File: src/rtl/fp_pkg.sv
// Shared definitions for the FPU add/sub back end: FSM encoding, exponent
// constants, mantissa bit-field positions and flag bit positions.
package fp_pkg;

  typedef enum logic [1:0] {
    ST_IDLE  = 2'd0,
    ST_NORM  = 2'd1,
    ST_ROUND = 2'd2,
    ST_DONE  = 2'd3
  } fp_state_e;

  // Working mantissa: [26] integer bit, [25:3] fraction, [2:0] guard/round/sticky
  localparam int MAN_W   = 27;
  localparam int SIG_W   = 24;
  localparam int INT_BIT = 26;
  localparam int LSB_BIT = 3;
  localparam int GRS_LSB = 0;

  // Internal exponent is wider than the 8-bit input so +1 from rounding cannot wrap
  localparam int EXP_W = 10;
  localparam logic signed [EXP_W-1:0] EXP_BIAS = 10'sd127;
  localparam logic signed [EXP_W-1:0] EXP_MIN  = -10'sd126;
  localparam logic signed [EXP_W-1:0] EXP_MAX  = 10'sd127;
  localparam logic [7:0]              EXP_SPECIAL = 8'h80;

  localparam int FLAG_OVF = 2;
  localparam int FLAG_UNF = 1;
  localparam int FLAG_INX = 0;

endpackage

File: src/rtl/fp_round_rne.sv
// Combinational round-to-nearest-even on a 27-bit mantissa with G/R/S.
// Returns the 24-bit significand, the adjusted exponent and the inexact bit.
module fp_round_rne
  import fp_pkg::*;
(
  input  logic                    round_en,
  input  logic [MAN_W-1:0]        m_in,
  input  logic signed [EXP_W-1:0] e_in,
  output logic [SIG_W-1:0]        m_out,
  output logic signed [EXP_W-1:0] e_out,
  output logic                    inexact
);

  // Increment at the LSB when above half, or exactly half with an odd LSB
  function automatic logic [SIG_W:0] rne_sum(input logic [MAN_W-1:0] m, input logic en);
    logic up;
    up = en & m[GRS_LSB+2] & (m[GRS_LSB+1] | m[GRS_LSB] | m[LSB_BIT]);
    return {1'b0, m[INT_BIT:LSB_BIT]} + {{SIG_W{1'b0}}, up};
  endfunction

  logic [SIG_W:0] sum;

  assign sum = rne_sum(m_in, round_en);

  always_comb begin
    inexact = |m_in[LSB_BIT-1:GRS_LSB];
    if (sum[SIG_W]) begin
      m_out = sum[SIG_W:1];
      e_out = e_in + 10'sd1;
    end else begin
      m_out = sum[SIG_W-1:0];
      e_out = e_in;
    end
  end

endmodule

File: src/rtl/fp_norm_pack.sv
// Add/sub back end: iterative left-shift normalization, rounding, IEEE-754
// single packing and exception flags behind valid/ready handshakes.
module fp_norm_pack
  import fp_pkg::*;
#(
  parameter bit          ROUND_EN = 1'b1,
  parameter logic [31:0] QNAN     = 32'h7FC00000
) (
  input  logic             clk,
  input  logic             reset,
  input  logic             in_valid,
  output logic             in_ready,
  input  logic             z_s,
  input  logic [7:0]       z_e,
  input  logic [MAN_W-1:0] z_m,
  output logic             out_valid,
  input  logic             out_ready,
  output logic [31:0]      result,
  output logic [2:0]       flags
);

  fp_state_e state, state_nxt;

  logic                    s_r;
  logic signed [EXP_W-1:0] e_r;
  logic [MAN_W-1:0]        m_r;

  logic                    accept;
  logic                    is_special;
  logic                    is_zero;
  logic                    do_shift;
  logic [31:0]             spec_res;

  logic [SIG_W-1:0]        m_rnd;
  logic signed [EXP_W-1:0] e_rnd;
  logic                    rnd_inexact;
  logic [31:0]             pack_res;
  logic [2:0]              pack_flg;

  assign in_ready   = (state == ST_IDLE);
  assign out_valid  = (state == ST_DONE);
  assign accept     = in_valid & in_ready;
  assign is_special = (z_e == EXP_SPECIAL);
  assign is_zero    = (z_m == '0);
  assign do_shift   = !m_r[INT_BIT] && (e_r > EXP_MIN);

  always_ff @(posedge clk or negedge reset) begin
    if (!reset) begin
      state <= ST_IDLE;
    end else begin
      state <= state_nxt;
    end
  end

  always_comb begin
    state_nxt = state;
    case (state)
      ST_IDLE: begin
        if (accept) begin
          state_nxt = (is_special || is_zero) ? ST_DONE : ST_NORM;
        end
      end
      ST_NORM: begin
        if (!do_shift) begin
          state_nxt = ST_ROUND;
        end
      end
      ST_ROUND: state_nxt = ST_DONE;
      ST_DONE: begin
        if (out_ready) begin
          state_nxt = ST_IDLE;
        end
      end
      default: state_nxt = ST_IDLE;
    endcase
  end

  // ---- accept / normalize: working operand registers ----
  always_ff @(posedge clk) begin
    if (accept) begin
      s_r <= z_s;
      e_r <= {{(EXP_W-8){z_e[7]}}, z_e};
      m_r <= z_m;
    end else if (state == ST_NORM && do_shift) begin
      m_r <= m_r << 1;
      e_r <= e_r - 10'sd1;
    end
  end

  always_comb begin
    spec_res = {z_s, 31'h0};
    if (is_special) begin
      spec_res = is_zero ? {z_s, 8'hFF, 23'h0} : QNAN;
    end
  end

  // ---- round / pack ----
  fp_round_rne u_round (
    .round_en (ROUND_EN),
    .m_in     (m_r),
    .e_in     (e_r),
    .m_out    (m_rnd),
    .e_out    (e_rnd),
    .inexact  (rnd_inexact)
  );

  always_comb begin
    pack_res = {s_r, 8'h00, m_rnd[SIG_W-2:0]};
    pack_flg = '0;
    if (e_rnd > EXP_MAX) begin
      pack_res           = {s_r, 8'hFF, 23'h0};
      pack_flg[FLAG_OVF] = 1'b1;
      pack_flg[FLAG_INX] = 1'b1;
    end else if (m_rnd[SIG_W-1]) begin
      pack_res           = {s_r, e_rnd[7:0] + EXP_BIAS[7:0], m_rnd[SIG_W-2:0]};
      pack_flg[FLAG_INX] = rnd_inexact;
    end else begin
      // Subnormal or zero after rounding; a subnormal carrying into the
      // integer bit took the branch above with exponent -126 -> field 1
      pack_flg[FLAG_UNF] = rnd_inexact;
      pack_flg[FLAG_INX] = rnd_inexact;
    end
  end

  // ---- output registers: held through DONE while the consumer stalls ----
  always_ff @(posedge clk or negedge reset) begin
    if (!reset) begin
      result <= '0;
      flags  <= '0;
    end else if (accept && (is_special || is_zero)) begin
      result <= spec_res;
      flags  <= '0;
    end else if (state == ST_ROUND) begin
      result <= pack_res;
      flags  <= pack_flg;
    end
  end

endmodule
File: config.mk
export PLATFORM = sky130hd
export DESIGN_NAME = fp_norm_pack
export DESIGN_NICKNAME = d
export VERILOG_FILES = /design/src/rtl/fp_pkg.sv /design/src/rtl/fp_round_rne.sv /design/src/rtl/fp_norm_pack.sv
export SDC_FILE = /design/constraint.sdc
export NUM_CORES = 1
export LEC_CHECK = 0
export BUFFER_PORTS_ARGS = -buffer_cell sky130_fd_sc_hd__buf_4
export CAP_MARGIN = 0
export CORE_MARGIN = 4
export CORE_UTILIZATION = 30
export CTS_CLUSTER_DIAMETER = 200
export DETAILED_ROUTE_END_ITERATION = 6
export PLACE_DENSITY = 0.57
export SYNTH_ARGS = -nofsm -noshare
export SYNTH_HDL_FRONTEND = slang
export SYNTH_HIERARCHICAL = 1
export SYNTH_SLANG_ARGS = --single-unit
File: constraint.sdc
create_clock -name clk -period 6.7 [get_ports clk]
set_input_delay 2.01 -clock clk [delete_from_list [all_inputs] [get_ports clk]]
set_output_delay 2.01 -clock clk [all_outputs]
set_load 0.02 [all_outputs]
==> results.sh <==
export IMPL_start_util=0.3090
export IMPL_path_class="flop to flop"
export IMPL_setup_viol=0
export IMPL_ctsHtreeMaxLevel=3
export IMPL_tns_ns=0
export IMPL_fin_nets=589
export IMPL_yosys_warnings=6
export IMPL_worst_pin_slew_ns=0.9307
export IMPL_fillCellCount=1470
export IMPL_seq_area_um2=2067
export IMPL_slew_headroom=0.3795
export IMPL_layout_drive_gt1_share=0.2587
export IMPL_cts_tree="done"
export IMPL_skew_ns=0.01071
export IMPL_synth_edf_count=38
export IMPL_hold_violations=0
export IMPL_grt_first_pass_wirelength_um=19250
export IMPL_die_h_um=131.0
export IMPL_crit_path_max_fanout=25
export IMPL_ctsHoldBuffers=0
export IMPL_yosysTopAreaCell="edfxtp_1"
export IMPL_dieArea_um2=17170
export IMPL_drv_cap=0
export IMPL_synth_top_flop_cell="edfxtp_1"
export IMPL_die_width_um=131.0
export IMPL_critPathArrivalTime_ns=3.93
export IMPL_vias_per_cell=5.045
export IMPL_clkLatencyLatePin_ns=0.34
export IMPL_post_route_period_util=0.5581
export IMPL_synth_top_area_share=0.2512
export IMPL_avgRoutedWirePerCell_um=16.23
export IMPL_clkSlewWorstSetupHoldPaths_ns=0.06
export IMPL_ys_seq_elements=75
export IMPL_syn_area_um2=4542
export IMPL_clock_sinks=75
export IMPL_port_buffers=76
export IMPL_root_buffer="clkbuf_16"
export IMPL_dp_hpwl_um=8910
export IMPL_drc_errors=0
export IMPL_outcome="complete, no violations"
export IMPL_multiInputGateArea_um2=2291
export IMPL_syn_area_per_cell_um2=9.705
export IMPL_critPathLaunchType="flop"
export IMPL_post_cts_buffers=0
export IMPL_antenna_cells=0
export IMPL_grt_pass1_vias=3676
export IMPL_antenna_left=0
export IMPL_place_congestion=0.8168
export IMPL_cp_num_buf_inv=1
export IMPL_maxSlewViolCount=0
export IMPL_antenna_found_initial=0
export IMPL_rsz0062_at_grt="false"
export IMPL_yosys_top_cells_area="edfxtp_1 (25%), dfrtp_1 (20%), mux2_2 (7.4%)"
export IMPL_syn_to_final_growth_pct=22.37
export IMPL_cts_resized=0
export IMPL_overflow=0
export IMPL_crit_family="simple AND/OR/NAND/NOR gates"
export IMPL_worst_hold_slack_ns=0.5564
export IMPL_ys_seq_area_frac=0.4551
export IMPL_rows=44
export IMPL_yosysUniqueCellTypes=60
export IMPL_core_area_um2=14700
export IMPL_synthCells=468
export IMPL_async_flop_share=0.4933
export IMPL_wirelength_um=11830
export IMPL_final_min_clock_period_ns=3.739
export IMPL_p_per_area_nw_per_um2=452.1
export IMPL_grt_start_max_net_pins=49
export IMPL_p_leak_nw=2.263
export IMPL_routed_via_count=3678
export IMPL_ios=77
export IMPL_cp_end_kind="flop"
export IMPL_cp_required_ns=6.89
export IMPL_hp_class="flop to flop"
export IMPL_worstPathCellList="nand3_1 > inv_1 > ha_1 > nand2_1 > or3_4 > or4_4 > nor2_1 > xor2_1 > o21bai_1 > and2_1 > and3_1 > o31ai_1"
export IMPL_first_pass_iters=4
export IMPL_cts_buffers=9
export IMPL_yosysMostFrequentCell="nor2_1"
export IMPL_cp_slowest_stage_delay_ns=0.79
export IMPL_irDropWorstVdd_v=0.0001763
export IMPL_drt_initial_drc_count=246
export IMPL_cts_path_max_buffers=2
export IMPL_fmax_mhz=267.5
export IMPL_synth_common_cells="nor2_1 (70), a21oi_1 (38), edfxtp_1 (38)"
export IMPL_grt_util_all_layers=0.1427
export IMPL_cp_slowest_cell="and2_1"
-- flip-flops by register name, indices dropped and copies added (netlist names) --
register  cells
e_r          10
flags         3
m_r          27
result       32
s_r           1
state         2
-- kinds of logic (layout without fill, tap and decap cells) --
kind of cell / count (synthesis) / count (layout) / synth area share
and+or+nand+nor: 200 / 200 / 0.2267
muxes: 32 / 32 / 0.07879
buffers and inverters: 41 / 116 / 0.04325
adders and majority gates: 9 / 9 / 0.02479
other: 1 / 3 / 0.0008257
xor gates and xnor gates: 34 / 34 / 0.06556
AOI/OAI and AO/OA: 76 / 76 / 0.1050
DFF: 75 / 75 / 0.4551
-- path summary, 6_finish.rpt --
kind,slack (ns),cells past startpoint,startpoint,to
min reg2reg,0.56,2,flags[0]$_DFFE_PN0P_,flags[0]$_DFFE_PN0P_
max in group asynchronous,4.72,1,reset,result[27]$_DFFE_PN0P_
min in group asynchronous,1.62,1,reset,result[11]$_DFFE_PN0P_
max reg2reg,2.96,12,m_r[2]$_DFFE_PP_,result[30]$_DFFE_PN0P_
max,2.96,12,m_r[2]$_DFFE_PP_,result[30]$_DFFE_PN0P_
min,0.56,2,flags[0]$_DFFE_PN0P_,flags[0]$_DFFE_PN0P_
-- final cells by class --
cell class                      count  area share
Clock buffer                       10     0.04120
Sequential cell                    75      0.3719
Tap cell                          184     0.04142
Timing Repair Buffer               80      0.1081
Clock inverter                      6     0.01171
Inverter                           20     0.01351
Multi-Input combinational cell    354      0.4122
-- per-layer routing --
layer,up-vias,part of all wire,track usage
met4,0,0.022,0.05747
met2,93,0.46,0.2210
li1,1814,-,-
met1,1753,0.47,0.1985
met3,18,0.043,0.02398
met5,-,0,0
-- placed cells by master, fill, tap and decap left out, types with 5 or more instances in the layout --
cell | Yosys | final
a21oi_1 | 38 | 38
and3_1 | 5 | 5
buf_4 | 2 | 80
clkbuf_16 | 0 | 9
dfrtp_1 | 37 | 37
edfxtp_1 | 38 | 38
ha_1 | 9 | 9
inv_1 | 20 | 20
mux2_2 | 30 | 30
nand2_1 | 33 | 33
nand3_1 | 12 | 12
nand4_1 | 7 | 7
nor2_1 | 70 | 70
nor2b_1 | 23 | 23
nor3_1 | 12 | 11
nor4_1 | 10 | 10
o21ai_0 | 6 | 6
o22ai_1 | 5 | 5
o31ai_1 | 6 | 6
xnor2_1 | 23 | 23
xor2_1 | 11 | 11
-- where the power goes --
| part | switching [mW] | total [mW] | internal [mW] |
|---|---|---|---|
| clock | 0.195 | 0.484 | 0.289 |
| sequential | 0.196 | 0.942 | 0.746 |
| combinational | 0.604 | 1.09 | 0.483 |
-- metrics by stage --
step | power, mW | instance area (um^2) | setup slack [ns] | instances | utilization
floorplan | 1.658 | 4549 | 2.772 | 470 | -
global placement | 2.018 | 5264 | 2.830 | 713 | 0.3581
detailed placement | 2.044 | 5264 | 2.753 | 713 | 0.3581
CTS | 2.537 | 5558 | 2.951 | 729 | 0.3781
global route | 2.700 | 5558 | 2.609 | 729 | 0.3781
finish | 2.512 | 5558 | 2.961 | 729 | 0.3781
-- tightest hold or removal path, stage by stage, from the launching register on --
cell and delay [ns]:
dfrtp_1 0.36, o22ai_1 0.08, nor2_1 0.08
Note: power is estimated with default switching activity, not from simulation.
